[src/rtl/wav_stream_sequencer.sv]
// WAV stream generator: 44-byte canonical PCM header followed by little-endian
// sample bytes pulled from an upstream source, plus the fs_tick sample strobe.
module wav_stream_sequencer #(
    parameter int CLK_HZ        = 50000000,
    parameter int FS            = 12500,
    parameter int BITS_PER_SAMP = 16,
    parameter int CHANNELS      = 1
) (
    input  logic        clk,
    input  logic        rst_n,
    input  logic        start,
    input  logic [31:0] num_samples,
    output logic        fs_tick,
    input  logic        s_valid,
    output logic        s_ready,
    input  logic [15:0] s_data,
    output logic        m_valid,
    input  logic        m_ready,
    output logic [7:0]  m_data,
    output logic        m_last,
    output logic        busy,
    output logic        done
);

    localparam int          BYTES       = BITS_PER_SAMP / 8;
    localparam int          DIV         = CLK_HZ / FS;
    localparam logic [31:0] DIV_M1      = 32'(DIV - 1);
    localparam logic [31:0] FS_W        = 32'(FS);
    localparam logic [31:0] BYTE_RATE   = 32'(FS * CHANNELS * BYTES);
    localparam logic [15:0] CH_W        = 16'(CHANNELS);
    localparam logic [15:0] BLOCK_ALIGN = 16'(CHANNELS * BYTES);
    localparam logic [15:0] BPS_W       = 16'(BITS_PER_SAMP);

    if (BITS_PER_SAMP != 8 && BITS_PER_SAMP != 16) begin : g_bad_bits
        $error("wav_stream_sequencer: BITS_PER_SAMP must be 8 or 16");
    end
    if (DIV < 1) begin : g_bad_div
        $error("wav_stream_sequencer: CLK_HZ/FS must be at least 1");
    end

    typedef enum logic [2:0] {IDLE, HDR, FETCH, B0, B1, FIN} state_t;

    state_t       state, state_nx;
    logic [5:0]   idx, idx_nx;
    logic [31:0]  nsamp, nsamp_nx;
    logic [31:0]  cnt, cnt_nx;
    logic [15:0]  sample, sample_nx;
    logic         last_s, last_nx;
    logic         m_valid_nx, m_last_nx, busy_nx, done_nx;
    logic [7:0]   m_data_nx;
    logic [31:0]  tcnt, tcnt_nx;
    logic [31:0]  data_size;
    logic [43:0][7:0] hdr;
    logic         xfer;

    assign xfer      = m_valid && m_ready;
    assign s_ready   = (state == FETCH);
    assign data_size = (BYTES == 2) ? {nsamp[30:0], 1'b0} : nsamp;

    // Packed slices put the low byte at the lower index, so multi-byte fields
    // land little-endian; ASCII tags are written reversed for the same reason.
    always_comb begin
        hdr         = '0;
        hdr[3:0]    = "FFIR";
        hdr[7:4]    = data_size + 32'd36;
        hdr[15:8]   = " tmfEVAW";
        hdr[19:16]  = 32'd16;
        hdr[21:20]  = 16'd1;
        hdr[23:22]  = CH_W;
        hdr[27:24]  = FS_W;
        hdr[31:28]  = BYTE_RATE;
        hdr[33:32]  = BLOCK_ALIGN;
        hdr[35:34]  = BPS_W;
        hdr[39:36]  = "atad";
        hdr[43:40]  = data_size;
    end

    always_comb begin
        state_nx   = state;
        idx_nx     = idx;
        nsamp_nx   = nsamp;
        cnt_nx     = cnt;
        sample_nx  = sample;
        last_nx    = last_s;
        m_valid_nx = m_valid;
        m_data_nx  = m_data;
        m_last_nx  = m_last;
        busy_nx    = busy;
        done_nx    = 1'b0;
        case (state)
            IDLE: begin
                if (start) begin
                    state_nx   = HDR;
                    idx_nx     = '0;
                    nsamp_nx   = num_samples;
                    cnt_nx     = '0;
                    busy_nx    = 1'b1;
                    m_valid_nx = 1'b1;
                    m_data_nx  = hdr[0];
                    m_last_nx  = 1'b0;
                end
            end
            HDR: begin
                if (xfer) begin
                    if (idx == 6'd43) begin
                        m_valid_nx = 1'b0;
                        m_last_nx  = 1'b0;
                        if (nsamp == '0) begin
                            state_nx = FIN;
                            busy_nx  = 1'b0;
                            done_nx  = 1'b1;
                        end else begin
                            state_nx = FETCH;
                        end
                    end else begin
                        idx_nx    = idx + 6'd1;
                        m_data_nx = hdr[idx_nx];
                        m_last_nx = (idx_nx == 6'd43) && (nsamp == '0);
                    end
                end
            end
            FETCH: begin
                if (s_valid) begin
                    sample_nx  = s_data;
                    last_nx    = (cnt + 32'd1 == nsamp);
                    cnt_nx     = cnt + 32'd1;
                    state_nx   = B0;
                    m_valid_nx = 1'b1;
                    m_data_nx  = s_data[7:0];
                    m_last_nx  = (BYTES == 1) && last_nx;
                end
            end
            B0, B1: begin
                if (xfer) begin
                    if (state == B0 && BYTES == 2) begin
                        state_nx  = B1;
                        m_data_nx = sample[15:8];
                        m_last_nx = last_s;
                    end else begin
                        m_valid_nx = 1'b0;
                        m_last_nx  = 1'b0;
                        if (last_s) begin
                            state_nx = FIN;
                            busy_nx  = 1'b0;
                            done_nx  = 1'b1;
                        end else begin
                            state_nx = FETCH;
                        end
                    end
                end
            end
            FIN:     state_nx = IDLE;
            default: state_nx = IDLE;
        endcase
    end

    always_ff @(posedge clk) begin
        if (!rst_n) begin
            state   <= IDLE;
            idx     <= '0;
            nsamp   <= '0;
            cnt     <= '0;
            sample  <= '0;
            last_s  <= 1'b0;
            m_valid <= 1'b0;
            m_data  <= 8'h00;
            m_last  <= 1'b0;
            busy    <= 1'b0;
            done    <= 1'b0;
        end else begin
            state   <= state_nx;
            idx     <= idx_nx;
            nsamp   <= nsamp_nx;
            cnt     <= cnt_nx;
            sample  <= sample_nx;
            last_s  <= last_nx;
            m_valid <= m_valid_nx;
            m_data  <= m_data_nx;
            m_last  <= m_last_nx;
            busy    <= busy_nx;
            done    <= done_nx;
        end
    end

    // Sample-rate divider; realigned to the stream on every accepted start.
    always_comb begin
        if (state == IDLE && start) tcnt_nx = '0;
        else if (tcnt == DIV_M1)    tcnt_nx = '0;
        else                        tcnt_nx = tcnt + 32'd1;
    end

    always_ff @(posedge clk) begin
        if (!rst_n) begin
            tcnt    <= '0;
            fs_tick <= 1'b0;
        end else begin
            tcnt    <= tcnt_nx;
            fs_tick <= (tcnt_nx == DIV_M1);
        end
    end

endmodule

[config.mk]
export PLATFORM = sky130hd
export DESIGN_NAME = wav_stream_sequencer
export DESIGN_NICKNAME = d
export VERILOG_FILES = /design/src/rtl/wav_stream_sequencer.sv
export SDC_FILE = /design/constraint.sdc
export NUM_CORES = 1
export LEC_CHECK = 0
export BUFFER_PORTS_ARGS = -buffer_cell sky130_fd_sc_hd__buf_2
export CORE_UTILIZATION = 30
export CTS_CLUSTER_DIAMETER = 100
export CTS_CLUSTER_SIZE = 12
export DETAILED_ROUTE_END_ITERATION = 10
export MAX_ROUTING_LAYER = met4
export PLACE_DENSITY = 0.45
export SYNTH_ARGS = -nofsm -noshare
export SYNTH_HDL_FRONTEND = slang
export SYNTH_SLANG_ARGS = --single-unit
[constraint.sdc]
create_clock -name clk -period 5.8 [get_ports clk]
set_clock_uncertainty 0.15 [all_clocks]
set_input_delay 0.58 -clock clk [delete_from_list [all_inputs] [get_ports clk]]
set_output_delay 0.58 -clock clk [all_outputs]
set_load 0.01 [all_outputs]
# ---- Yosys cells after proc, flatten, opt, wreduce, memory -nomap -nowiden
# Index checks and enable logic that the tools add are counted.
dict set report word_totals {
  register_bits 135
  inputBits 53
  wordCells 111
}
dict set report classes {
  addsub 4
  magnitude_cmp 1
  eq_ne 19
  n_mux 55
  n_reduce_logical 19
}
# op count
set ops {}
lappend ops {{32-bit 2-to-1 mux} 4}
lappend ops {{32-bit by 1-bit adder with 32-bit output (second input constant)} 2}
lappend ops {{32-bit by 12-bit equality test with 1-bit output (second input constant)} 2}
lappend ops {{32-bit one-hot mux with 2 select lines} 1}
lappend ops {{8-bit 2-to-1 mux} 7}
lappend ops {{8-bit binary-select mux with 6-bit select} 1}
lappend ops {{32-bit by 6-bit adder with 32-bit output (second input constant)} 1}
lappend ops {{32-bit equality test} 1}
lappend ops {{32-bit zero test} 1}
lappend ops {{8-bit one-hot mux with 4 select lines} 1}
lappend ops {{1-bit 2-to-1 mux} 24}
lappend ops {{3-bit 2-to-1 mux} 8}
lappend ops {{2-bit != test (second input constant)} 10}
lappend ops {{6-bit 2-to-1 mux} 3}
lappend ops {{7-bit AND reduction} 2}
lappend ops {{6-bit equality test (second input constant)} 2}
lappend ops {{3-bit one-hot mux with 4 select lines} 1}
lappend ops {{6-bit one-hot mux with 2 select lines} 1}
lappend ops {{5-bit AND reduction} 2}
lappend ops {{1-bit one-hot mux with 4 select lines} 2}
lappend ops {{8-bit AND reduction} 1}
lappend ops {{6-bit by 7-bit < comparator with 1-bit output (second input constant)} 1}
lappend ops {{6-bit by 1-bit adder with 6-bit output (second input constant)} 1}
lappend ops {{3-bit by 2-bit equality test with 1-bit output (second input constant)} 2}
lappend ops {{13 further kinds} 17}

# ---- Depth between registers and ports, before layout
# Gate-level depths: netlist of run 1.
dict set report depth {
  word_depth 6
  depth_mapped 12
  mapped_depth_nobuf 10
}

# ---- Least setup slack after synthesis of run 1
# OpenSTA, ideal clock, no wires.
dict set report synth_path {
  path_kind {reg-to-reg}
  from {register idx[0]}
  to {register m_data[5]}
  t_arrival_ns 2.983
  required_ns 5.521
  setup_slack_ns 2.538
  stages_incl_launch_ff 12
  period_less_slack_ns 3.262
  cell_sequence {dfxtp_1 buf_1 inv_1 clkbuf_1 ha_1 clkbuf_1 mux4_2 nand2_1 a21oi_1 a221oi_1 a2bb2oi_1 o21ai_0}
}
dict set report synth_between {
  elab_chain_len 6
}
# item line_no
set synth_lines {}
lappend synth_lines {{from (decl)} 44} ;# logic [5:0] idx, idx_nx;
lappend synth_lines {{from (signal assigned)} 172} ;# idx <= idx_nx;
lappend synth_lines {{6-bit by 1-bit adder with 6-bit output} 116} ;# idx_nx = idx + 6'd1;
lappend synth_lines {{8-bit binary-select mux with 6-bit select} 117} ;# m_data_nx = hdr[idx_nx];
lappend synth_lines {{8-bit 2-to-1 mux (not written as such)} 117}
lappend synth_lines {{8-bit 2-to-1 mux} 105} ;# if (idx == 6'd43) begin
lappend synth_lines {{8-bit 2-to-1 mux} 104} ;# if (xfer) begin
lappend synth_lines {{8-bit one-hot mux with 4 select lines} 90} ;# case (state)
lappend synth_lines {{to (signal assigned)} 178} ;# m_data <= m_data_nx;
lappend synth_lines {{to (decl)} 19} ;# output logic [7:0] m_data,
# Several ways; a longest one is shown, not always the timed one. The select of a mux whose other input is x is not followed.
# A chain may end at the register's enable or synchronous reset.

# ---- Final worst setup path of run 1
dict set report layout_path {
  from {register state[1]}
  to {register fs_tick}
}
dict set report layout_between {
  elab_chain_len 4
}
# item line_no
set layout_lines {}
lappend layout_lines {{from (decl)} 43} ;# state_t state, state_nx;
lappend layout_lines {{from (signal assigned)} 171} ;# state <= state_nx;
lappend layout_lines {{3-bit zero test} 187} ;# if (state == IDLE && start) tcnt_nx = '0;
lappend layout_lines {{1-bit logical AND} 187}
lappend layout_lines {{32-bit 2-to-1 mux} 187}
lappend layout_lines {{32-bit by 12-bit equality test with 1-bit output} 198} ;# fs_tick <= (tcnt_nx == DIV_M1);
lappend layout_lines {{to (signal assigned)} 198}
lappend layout_lines {{to (decl)} 13} ;# output logic fs_tick,
# Every way passes these cells.

==> impl_metrics.env, run 1 <==
export IMPL_status="finished clean"
export IMPL_dp_worst_setup_slack_ns=2.29
export IMPL_yosys_cell_types_count=78
export IMPL_startpoint_type="flop"
export IMPL_netlist_area_mm2=0.00867
export IMPL_min_path_type="in -> reg"
export IMPL_fmax_mhz=289
export IMPL_final_core_util_pct=34.7
export IMPL_overflow=0
export IMPL_cts_clk_slew_worst_paths_ns=0.07
export IMPL_grt_pass1_wl_mm=47.3
export IMPL_drt_iter0_markers=610
export IMPL_layout_min_cycle_time_ns=3.46
export IMPL_synthTopCellsByArea="dfxtp_1 29%, nand2_1 7.9%, xnor2_1 6.7%, a21oi_1 6.6%, nor2_1 5.6%"
export IMPL_place_gp_congestion=0.922
export IMPL_power_density_mw_per_mm2=330
export IMPL_drv_cap=0
export IMPL_setup_tns_ns=0
export IMPL_clk_latency_ns=0.43
export IMPL_synth_edf_count=0
export IMPL_worst_pin_slew_ns=1.01
export IMPL_drtAntennaViolNets=0
export IMPL_peakVddDrop_mv=0.167
export IMPL_placed_cells=1550
export IMPL_fin_crit_sh_pct=59.7
export IMPL_die_h_um=172
export IMPL_initial_core_util_pct=30.9
export IMPL_netlist_area_leader_share_pct=29.3
export IMPL_rsz0062_at_grt="no"
export IMPL_vias=8503
export IMPL_num_rows=61
export IMPL_synth_top_cell_by_area="dfxtp_1"
export IMPL_postCtsSetupBuffers=0
export IMPL_synth_main_ff_cell="dfxtp_1"
export IMPL_slew_viol_final=0
export IMPL_cp_required_ns=6.00
export IMPL_power_w=0.00321
export IMPL_dr_pass1_iters=7
export IMPL_via_per_inst=5.37
export IMPL_cts_hold_buf=0
export IMPL_multi_input_area_mm2=0.00567
export IMPL_dpl_hpwl_mm=21.3
export IMPL_htree_num_levels=4
export IMPL_yosysWarningCount=0
export IMPL_end_kind="flop"
export IMPL_die_w_um=172
export IMPL_cp_data_arrival_time_ns=3.66
export IMPL_yosysSeqAreaShare_pct=29.3
export IMPL_fin_nets=1254
export IMPL_clock_path_buffers=2
export IMPL_post_synth_inst_count=1192
export IMPL_cts_root_buf="clkbuf_16"
export IMPL_finalHoldViolCount=0
export IMPL_setup_ws_ns=2.34
export IMPL_port_buffers=66
export IMPL_core_area_mm2=0.0281
export IMPL_drive_gt1_share_pct=11.6
export IMPL_wirelength_mm=29.9
export IMPL_path_max_fanout=34
export IMPL_cts_tree="built"
export IMPL_grt_pass1_vias=8127
export IMPL_worstSetupPathType="reg -> reg"
export IMPL_diodes=0
export IMPL_syn_num_nets=1255
export IMPL_p_leak_nw=3.36
export IMPL_area_growth_pct=12.5
export IMPL_final_cells=1582
export IMPL_drc_errors=0
export IMPL_finalSetupViolCount=0
export IMPL_cts_sinks=127
export IMPL_die_area_mm2=0.0296
export IMPL_antenna_found_initial=0
export IMPL_grt_max_degree=56
export IMPL_n_fill_cell=3076
export IMPL_synth_async_reset_ratio_pct=0
export IMPL_register_area_mm2=0.00254
export IMPL_avgSynthCellArea_um2=7.27
export IMPL_wl_per_cell_um=18.9
export IMPL_io_pins=67
export IMPL_synth_seq_cells=127
export IMPL_cts_inserted_buffers=17
export IMPL_grt_usage_pct=21.6
export IMPL_cts_resized=0
export IMPL_slew_headroom_pct=32.5
layer usage:
metal,vias up,part of all wire (%),GRT usage [%]
li1,4218,-,-
met1,4037,49,29.1
met2,207,45,33.4
met3,41,4.0,2.66
met4,0,2.2,7.31
met5,-,0,-
where the power goes:
group          total (W)  internal (W)  switching, W  leakage, nW
sequential       0.00116      0.000956      0.000204         1.03
clock            0.00110      0.000659      0.000440        0.273
combinational   0.000954      0.000335      0.000619         2.06
total            0.00321       0.00195       0.00126         3.36
cells by family after synthesis:
group,share of synthesized area [%]
xor gates and xnor gates,11.6
AOI/OAI and AO/OA,18.2
buffers and inverters,5.34
and+or+nand+nor,31.0
muxes,3.00
adders and majority gates,1.57
DFF,29.3
synthesized netlist by cell type, types with 7 or more instances:
cell type / number
nand2_1: 182
nor2_1: 129
dfxtp_1: 127
a21oi_1: 115
clkbuf_1: 66
xnor2_1: 66
o21ai_0: 55
nand3_1: 49
xor2_1: 44
nor3_1: 36
nand4_1: 28
buf_2: 25
nor4_1: 22
a31oi_1: 17
and3_1: 17
inv_1: 14
and2_1: 12
nor2b_1: 11
a22oi_1: 10
ha_1: 10
or3_1: 9
or4_1: 9
mux2i_1: 8
a311oi_1: 7
and4_1: 7
mux4_2: 7
o21ai_1: 7
flip-flops by register name, summed over array words and instances, names as in the netlist, 3 cells and up:
| register | flops |
|---|---|
| state | 3 |
| idx | 6 |
| m_data | 8 |
| nsamp | 32 |
| cnt | 32 |
| sample | 8 |
| tcnt | 32 |
placed cells by master, fill, tap and decap left out, types with 4 or more instances in the layout:
| cell | count |
|---|---|
| clkinvlp_4 | 5 |
| o31ai_1 | 5 |
| o311ai_0 | 4 |
| nor4_1 | 22 |
| o211ai_1 | 6 |
| clkbuf_16 | 17 |
| mux4_2 | 7 |
| a31oi_1 | 17 |
| nand3_1 | 49 |
| and3_1 | 17 |
| nand4_1 | 28 |
| mux2i_1 | 8 |
| nor3_1 | 35 |
| dfxtp_1 | 127 |
| a311oi_1 | 7 |
| buf_4 | 12 |
| nand3b_1 | 4 |
| buf_2 | 66 |
| o21ai_1 | 7 |
| nor2b_1 | 11 |
| or4_1 | 9 |
| nor3_2 | 4 |
| nor2_1 | 129 |
| a22oi_1 | 10 |
| nand2b_1 | 5 |
| and2_1 | 12 |
| o21ai_0 | 55 |
| and4_1 | 7 |
| nand2_1 | 182 |
| or3_1 | 9 |
| ha_1 | 10 |
| xor2_1 | 44 |
| inv_1 | 13 |
| xnor2_1 | 66 |
| a221oi_1 | 4 |
| a21oi_1 | 115 |
worst max-delay path, stage by stage (launching register included):
cell       delay (ns)
dfxtp_1          0.77
nor2_1           0.26
and2_1           0.21
buf_4            0.23
nor2_2           0.33
nand2_1          0.66
nor2_1           0.33
o2111ai_1        0.15
nor4_2           0.26
worst paths after layout:
check | from | end | slack [ns] | depth (start not counted)
worst min register to register | tcnt[0] | tcnt[0] | 0.32 | 1
worst max-delay path | state[1] | fs_tick | 2.34 | 8
worst max register to register | state[1] | fs_tick | 2.34 | 8
worst min-delay path | s_data[15] | sample[15] | 0.23 | 3
cell type report:
class / instances / share of cell area [%]
timing repair buffer: 78 / 4.31
inverter: 15 / 0.577
sequential: 127 / 26.1
tap: 378 / 4.85
clock inverter: 11 / 1.36
multi-input combinational: 952 / 58.1
clock buffer: 21 / 4.72
through the flow:
stage / instance area [µm²] / hold WS, ns
6_report: 9750 / 0.228
5_1_grt: 9750 / 0.231
4_1_cts: 9750 / 0.221
3_5_place_dp: 9160 / 0.318
3_3_place_gp: 9160 / 0.309
2_1_floorplan: 8670 / 0.275
Note: power is estimated with default switching activity, not from simulation.
==> run 2: changes to the inputs <==
==> constraint.sdc (replaced) <==
create_clock -name clk -period 3.4 [get_ports clk]
set_clock_uncertainty 0.15 [all_clocks]
set_input_delay 0.34 -clock clk [delete_from_list [all_inputs] [get_ports clk]]
set_output_delay 0.34 -clock clk [all_outputs]
set_load 0.01 [all_outputs]
==> impl_metrics.env, run 2 (synthesis gave the netlist of run 1 again) <==
export IMPL_core_area_mm2=0.0281
export IMPL_slowest_stage="dfxtp_1"
export IMPL_min_path_type="in -> reg"
export IMPL_power_w=0.00580
export IMPL_clk_latency_ns=0.43
export IMPL_grt_max_degree=53
export IMPL_cp_required_ns=3.55
export IMPL_power_density_mw_per_mm2=568
export IMPL_crit_start="nsamp[19]"
export IMPL_final_cell_mix="182 x nand2_1, 129 x nor2_1, 127 x dfxtp_1, 115 x a21oi_1"
export IMPL_htree_num_levels=4
export IMPL_drv_cap=0
export IMPL_grt_use_met2_pct=33.4
export IMPL_dr_pass1_iters=5
export IMPL_antenna_found_initial=0
export IMPL_use_met1_pct=28.8
export IMPL_rsz0062_at_grt="no"
export IMPL_setup_tns_ns=0
export IMPL_wl_per_cell_um=18.8
export IMPL_cp_top_family="simple AND/OR/NAND/NOR gates"
export IMPL_r2r_start="nsamp[19]"
export IMPL_drtAntennaViolNets=0
export IMPL_clockPowerShare_pct=35.2
export IMPL_drive_gt1_share_pct=13.8
export IMPL_slew_headroom_pct=45.6
export IMPL_clock_path_buffers=2
export IMPL_top_regs="cnt (32), nsamp (32), tcnt (32)"
export IMPL_vias=8627
export IMPL_end_kind="flop"
export IMPL_fin_nets=1301
export IMPL_layout_commonest_cell="nand2_1"
export IMPL_max_stage_delay_ns=0.66
export IMPL_path_cells="nand4_1 > nor2_1 > nand4_1 > nor2_1 > xor2_1 > a2111oi_0 > buf_4 > o21ai_0"
export IMPL_cts_inserted_buffers=17
export IMPL_worst_pin_slew_ns=0.810
export IMPL_grt_pass1_vias=8166
export IMPL_initial_core_util_pct=30.9
export IMPL_drc_errors=0
export IMPL_fmax_mhz=349
export IMPL_place_gp_congestion=0.882
export IMPL_cts_clk_slew_worst_paths_ns=0.06
export IMPL_startpoint_type="flop"
export IMPL_p_leak_nw=3.64
export IMPL_drt_iter0_markers=653
export IMPL_fin_crit_sh_pct=84.4
export IMPL_switching_share_pct=37.8
export IMPL_io_pins=67
export IMPL_met3_usage_pct=3.09
export IMPL_crit_buf_inv=1
export IMPL_path_max_fanout=10
export IMPL_port_buffers=66
export IMPL_via_per_inst=5.30
export IMPL_min_from="num_samples[26]"
export IMPL_combPwrFrac_pct=32.6
export IMPL_dpl_hpwl_mm=21.8
export IMPL_grt_usage_pct=21.8
export IMPL_p_int_w=0.00361
export IMPL_pwr_share_seq_pct=32.2
export IMPL_slew_viol_final=0
export IMPL_finalHoldViolCount=0
export IMPL_num_rows=61
export IMPL_peakVddDrop_mv=0.288
export IMPL_grt_busiest_layer="met2"
export IMPL_overflow=0
export IMPL_status="finished clean"
export IMPL_cts_resized=0
export IMPL_finalSetupViolCount=0
export IMPL_worstSetupPathType="reg -> reg"
export IMPL_wirelength_mm=30.6
export IMPL_grt_pass1_wl_mm=47.3
export IMPL_layout_min_cycle_time_ns=2.87
export IMPL_die_area_mm2=0.0296
export IMPL_cp_data_arrival_time_ns=3.02
export IMPL_die_h_um=172
export IMPL_cts_sinks=127
export IMPL_switchingPower_w=0.00220
export IMPL_cts_root_buf="clkbuf_16"
export IMPL_die_w_um=172
export IMPL_diodes=0
export IMPL_cts_tree="built"
export IMPL_area_growth_pct=17.8
run 2: cell count changes in the layout (fill, tap and decap cells not counted):
cell	before	now
buf_4	12	42
dlygate4sd3_1	0	16
clkinv_2	0	5
clkinvlp_4	5	0
bufinv_16	2	5
clkinv_4	2	5
clkbuf_1	2	0
clkbuf_8	2	0
inv_6	2	0
buf_12	0	1
run 2: stage by stage:
stage | hold WS, ns | cell area [µm²] | worst slack [ns] | utilization (%) | std cells
after global placement | 0.298 | 9400 | 0.544 | 33.5 | 1581
final | 0.0106 | 10200 | 0.532 | 36.3 | 1629
after global routing | 0.0101 | 10200 | 0.236 | 36.3 | 1629
after floorplan | 0.275 | 8670 | 0.138 | - | 1192
after CTS | 0.00187 | 10200 | 0.505 | 36.3 | 1629
after detailed placement | 0.301 | 9400 | 0.526 | 33.5 | 1581
run 2: path summary, 6_finish.rpt:
kind | depth (start not counted) | endpoint | slack, ns
max | 8 | m_data[5] | 0.53
min reg2reg | 2 | m_data[3] | 0.31
min | 3 | nsamp[26] | 0.01
max reg2reg | 8 | m_data[5] | 0.53
run 2: power groups by stage:
| stage | combinational (W) | sequential (W) | clock, W |
|---|---|---|---|
| after floorplan | 0.00129 | 0.00175 | 0 |
| after global placement | 0.00188 | 0.00190 | 0 |
| after detailed placement | 0.00188 | 0.00190 | 0 |
| after CTS | 0.00190 | 0.00187 | 0.00209 |
| after global routing | 0.00208 | 0.00189 | 0.00215 |
| final | 0.00189 | 0.00187 | 0.00204 |
run 2: worst register-to-register path, stage by stage (launching register included):
cell and delay, ns:
dfxtp_1 0.66, nand4_1 0.36, nor2_1 0.28, nand4_1 0.19, nor2_1 0.23, xor2_1 0.10, a2111oi_0 0.50, buf_4 0.21
o21ai_0 0.07
run 2: final cells by class:
type,count,area (µm²)
inverter,15,56.3
tap,378,473
multi-input combinational,952,5670
sequential,127,2540
clock buffer,17,425
timing repair buffer,125,826
fill,3068,17900
clock inverter,15,219
run 2: per-layer routing:
metal | up-vias | wire length (µm)
li1 | 4311 | -
met1 | 4047 | 14600
met2 | 233 | 13600
met3 | 36 | 1530
met4 | 0 | 855
met5 | - | 0
run 2: what timing repair did:
action | in CTS | in global routing
hold buffers | 16 | 0
buffers inserted | 0 | 0
endpoints found under the hold margin | 16 | 0
==> run 3: changes to the inputs <==
--- a/config.mk
+++ b/config.mk
@@ -11,7 +11,7 @@
 export CTS_CLUSTER_SIZE = 12
 export DETAILED_ROUTE_END_ITERATION = 10
 export MAX_ROUTING_LAYER = met4
-export PLACE_DENSITY = 0.45
+export PLACE_DENSITY = 0.46
 export SYNTH_ARGS = -nofsm -noshare
 export SYNTH_HDL_FRONTEND = slang
 export SYNTH_SLANG_ARGS = --single-unit
==> constraint.sdc (replaced) <==
create_clock -name clk -period 2.63 [get_ports clk]
set_clock_uncertainty 0.15 [all_clocks]
set_input_delay 0.263 -clock clk [delete_from_list [all_inputs] [get_ports clk]]
set_output_delay 0.263 -clock clk [all_outputs]
set_load 0.01 [all_outputs]
==> impl_metrics.env, run 3 (synthesis gave the netlist of run 1 again) <==
export IMPL_layout_min_cycle_time_ns=2.55
export IMPL_fin_hold_ws_ns=0.116
export IMPL_drc_errors=0
export IMPL_core_area_mm2=0.0281
export IMPL_placed_cell_area_mm2=0.00993
export IMPL_peakVddDrop_mv=0.326
export IMPL_place_gp_congestion=0.945
export IMPL_end_kind="flop"
export IMPL_slowest_stage="and4bb_4"
export IMPL_register_area_mm2=0.00255
export IMPL_initial_core_util_pct=30.9
export IMPL_cp_top_family="simple AND/OR/NAND/NOR gates"
export IMPL_min_path_type="in -> reg"
export IMPL_antenna_found_initial=0
export IMPL_grt_pass1_wl_mm=48.0
export IMPL_setup_tns_ns=0
export IMPL_num_rows=61
export IMPL_worst_pin_slew_ns=0.861
export IMPL_cts_inserted_buffers=17
export IMPL_path_max_fanout=6
export IMPL_status="finished clean"
export IMPL_fin_nets=1403
export IMPL_n_fill_cell=3016
export IMPL_htree_num_levels=4
export IMPL_p_leak_nw=4.18
export IMPL_drt_iter0_markers=697
export IMPL_cts_clk_slew_worst_paths_ns=0.06
export IMPL_die_w_um=172
export IMPL_area_growth_pct=28.7
export IMPL_cts_sinks=127
export IMPL_via_per_inst=5.25
export IMPL_overflow=0
export IMPL_cp_required_ns=2.79
export IMPL_dpl_hpwl_mm=22.5
export IMPL_io_pins=67
export IMPL_cts_root_buf="clkbuf_16"
export IMPL_worstSetupPathType="reg -> reg"
export IMPL_slew_viol_final=0
export IMPL_power_density_mw_per_mm2=692
export IMPL_die_area_mm2=0.0296
export IMPL_path_cells="nand4_1 > and4bb_4 > nand2_1 > or3_1 > a311oi_1 > o21ai_1 > a222oi_1"
export IMPL_wirelength_mm=31.1
export IMPL_die_h_um=172
export IMPL_drive_gt1_share_pct=20.2
export IMPL_wl_per_cell_um=18.0
export IMPL_startpoint_type="flop"
export IMPL_crit_buf_inv=0
export IMPL_diodes=0
export IMPL_finalSetupViolCount=0
export IMPL_layout_commonest_cell="nand2_1"
export IMPL_top_regs="cnt (32), nsamp (32), tcnt (32)"
export IMPL_multi_input_area_mm2=0.00578
export IMPL_drtAntennaViolNets=0
export IMPL_cts_tree="built"
export IMPL_fmax_mhz=392
export IMPL_vias=9082
export IMPL_final_cell_mix="181 x nand2_1, 129 x nor2_1, 121 x buf_4, 119 x dfxtp_1, 115 x a21oi_1"
export IMPL_power_w=0.00772
export IMPL_port_buffers=66
export IMPL_finalInstanceArea_mm2=0.0112
export IMPL_dr_pass1_iters=5
export IMPL_grt_pass1_vias=8404
export IMPL_finalHoldViolCount=0
export IMPL_clk_latency_ns=0.42
export IMPL_grt_max_degree=75
export IMPL_drv_cap=0
export IMPL_dp_worst_setup_slack_ns=-0.0763
export IMPL_cp_data_arrival_time_ns=2.71
export IMPL_fin_crit_sh_pct=96.9
export IMPL_max_stage_delay_ns=0.48
export IMPL_slew_headroom_pct=42.6
export IMPL_setup_ws_ns=0.0807
export IMPL_grt_usage_pct=21.9
export IMPL_clock_path_buffers=2
-- run 3: cell types whose count changed in the layout (fill, tap and decap cells not counted), sizes merged --
cell / change
buf: +78
dlygate4sd3: +24
clkinv: -3
clkbuf: +1
inv: +1
-- run 3: repair_timing --
item	in CTS	in global routing
buffers inserted	0	9
setup endpoints to repair	1	9
pin swaps	0	7
endpoints found under the hold margin	40	0
resized for setup	1	29
hold buffers	40	0
-- run 3: metal layers --
metal / routed length (µm) / vias to the layer above / GRT usage [%]
li1: - / 4521 / -
met1: 15200 / 4289 / 29.8
met2: 13800 / 230 / 33.2
met3: 1320 / 42 / 3.07
met4: 719 / 0 / 7.50
met5: 0 / - / -
-- run 3: path summary, 6_finish.rpt --
kind,endpoint,depth (start not counted),slack [ns],start
worst max-delay path,m_data[7],7,0.08,nsamp[9]
worst min-delay path,idx[4],3,0.12,rst_n
worst max register to register,m_data[7],7,0.08,nsamp[9]
worst min register to register,m_data[2],2,0.32,m_data[2]
-- run 3: worst reg2reg max path, cell delays in order (launching register included) --
cell,delay (ns)
dfxtp_1,0.33
nand4_1,0.22
and4bb_4,0.48
nand2_1,0.14
or3_1,0.41
a311oi_1,0.28
o21ai_1,0.13
a222oi_1,0.31
-- run 3: through the flow --
step	std cells	util, %
after floorplan	1192	-
after global routing	1730	39.7
after CTS	1721	39.1
final	1730	39.7
after global placement	1650	35.3
after detailed placement	1650	35.3
-- run 3: report_power, final --
part	internal, W	leakage, nW	total (W)	switching (W)
Clock	0.00171	0.320	0.00265	0.000938
Combinational	0.00103	2.82	0.00276	0.00173
Sequential	0.00211	1.03	0.00231	0.000201
Total	0.00485	4.18	0.00772	0.00287
-- run 3: area by class of cell --
cell class	count	share of cell area (%)
Multi-Input combinational cell	952	51.8
Clock buffer	18	3.94
Inverter	15	0.505
Timing Repair Buffer	227	14.7
Clock inverter	13	1.91
Tap cell	378	4.24
Sequential cell	127	22.9
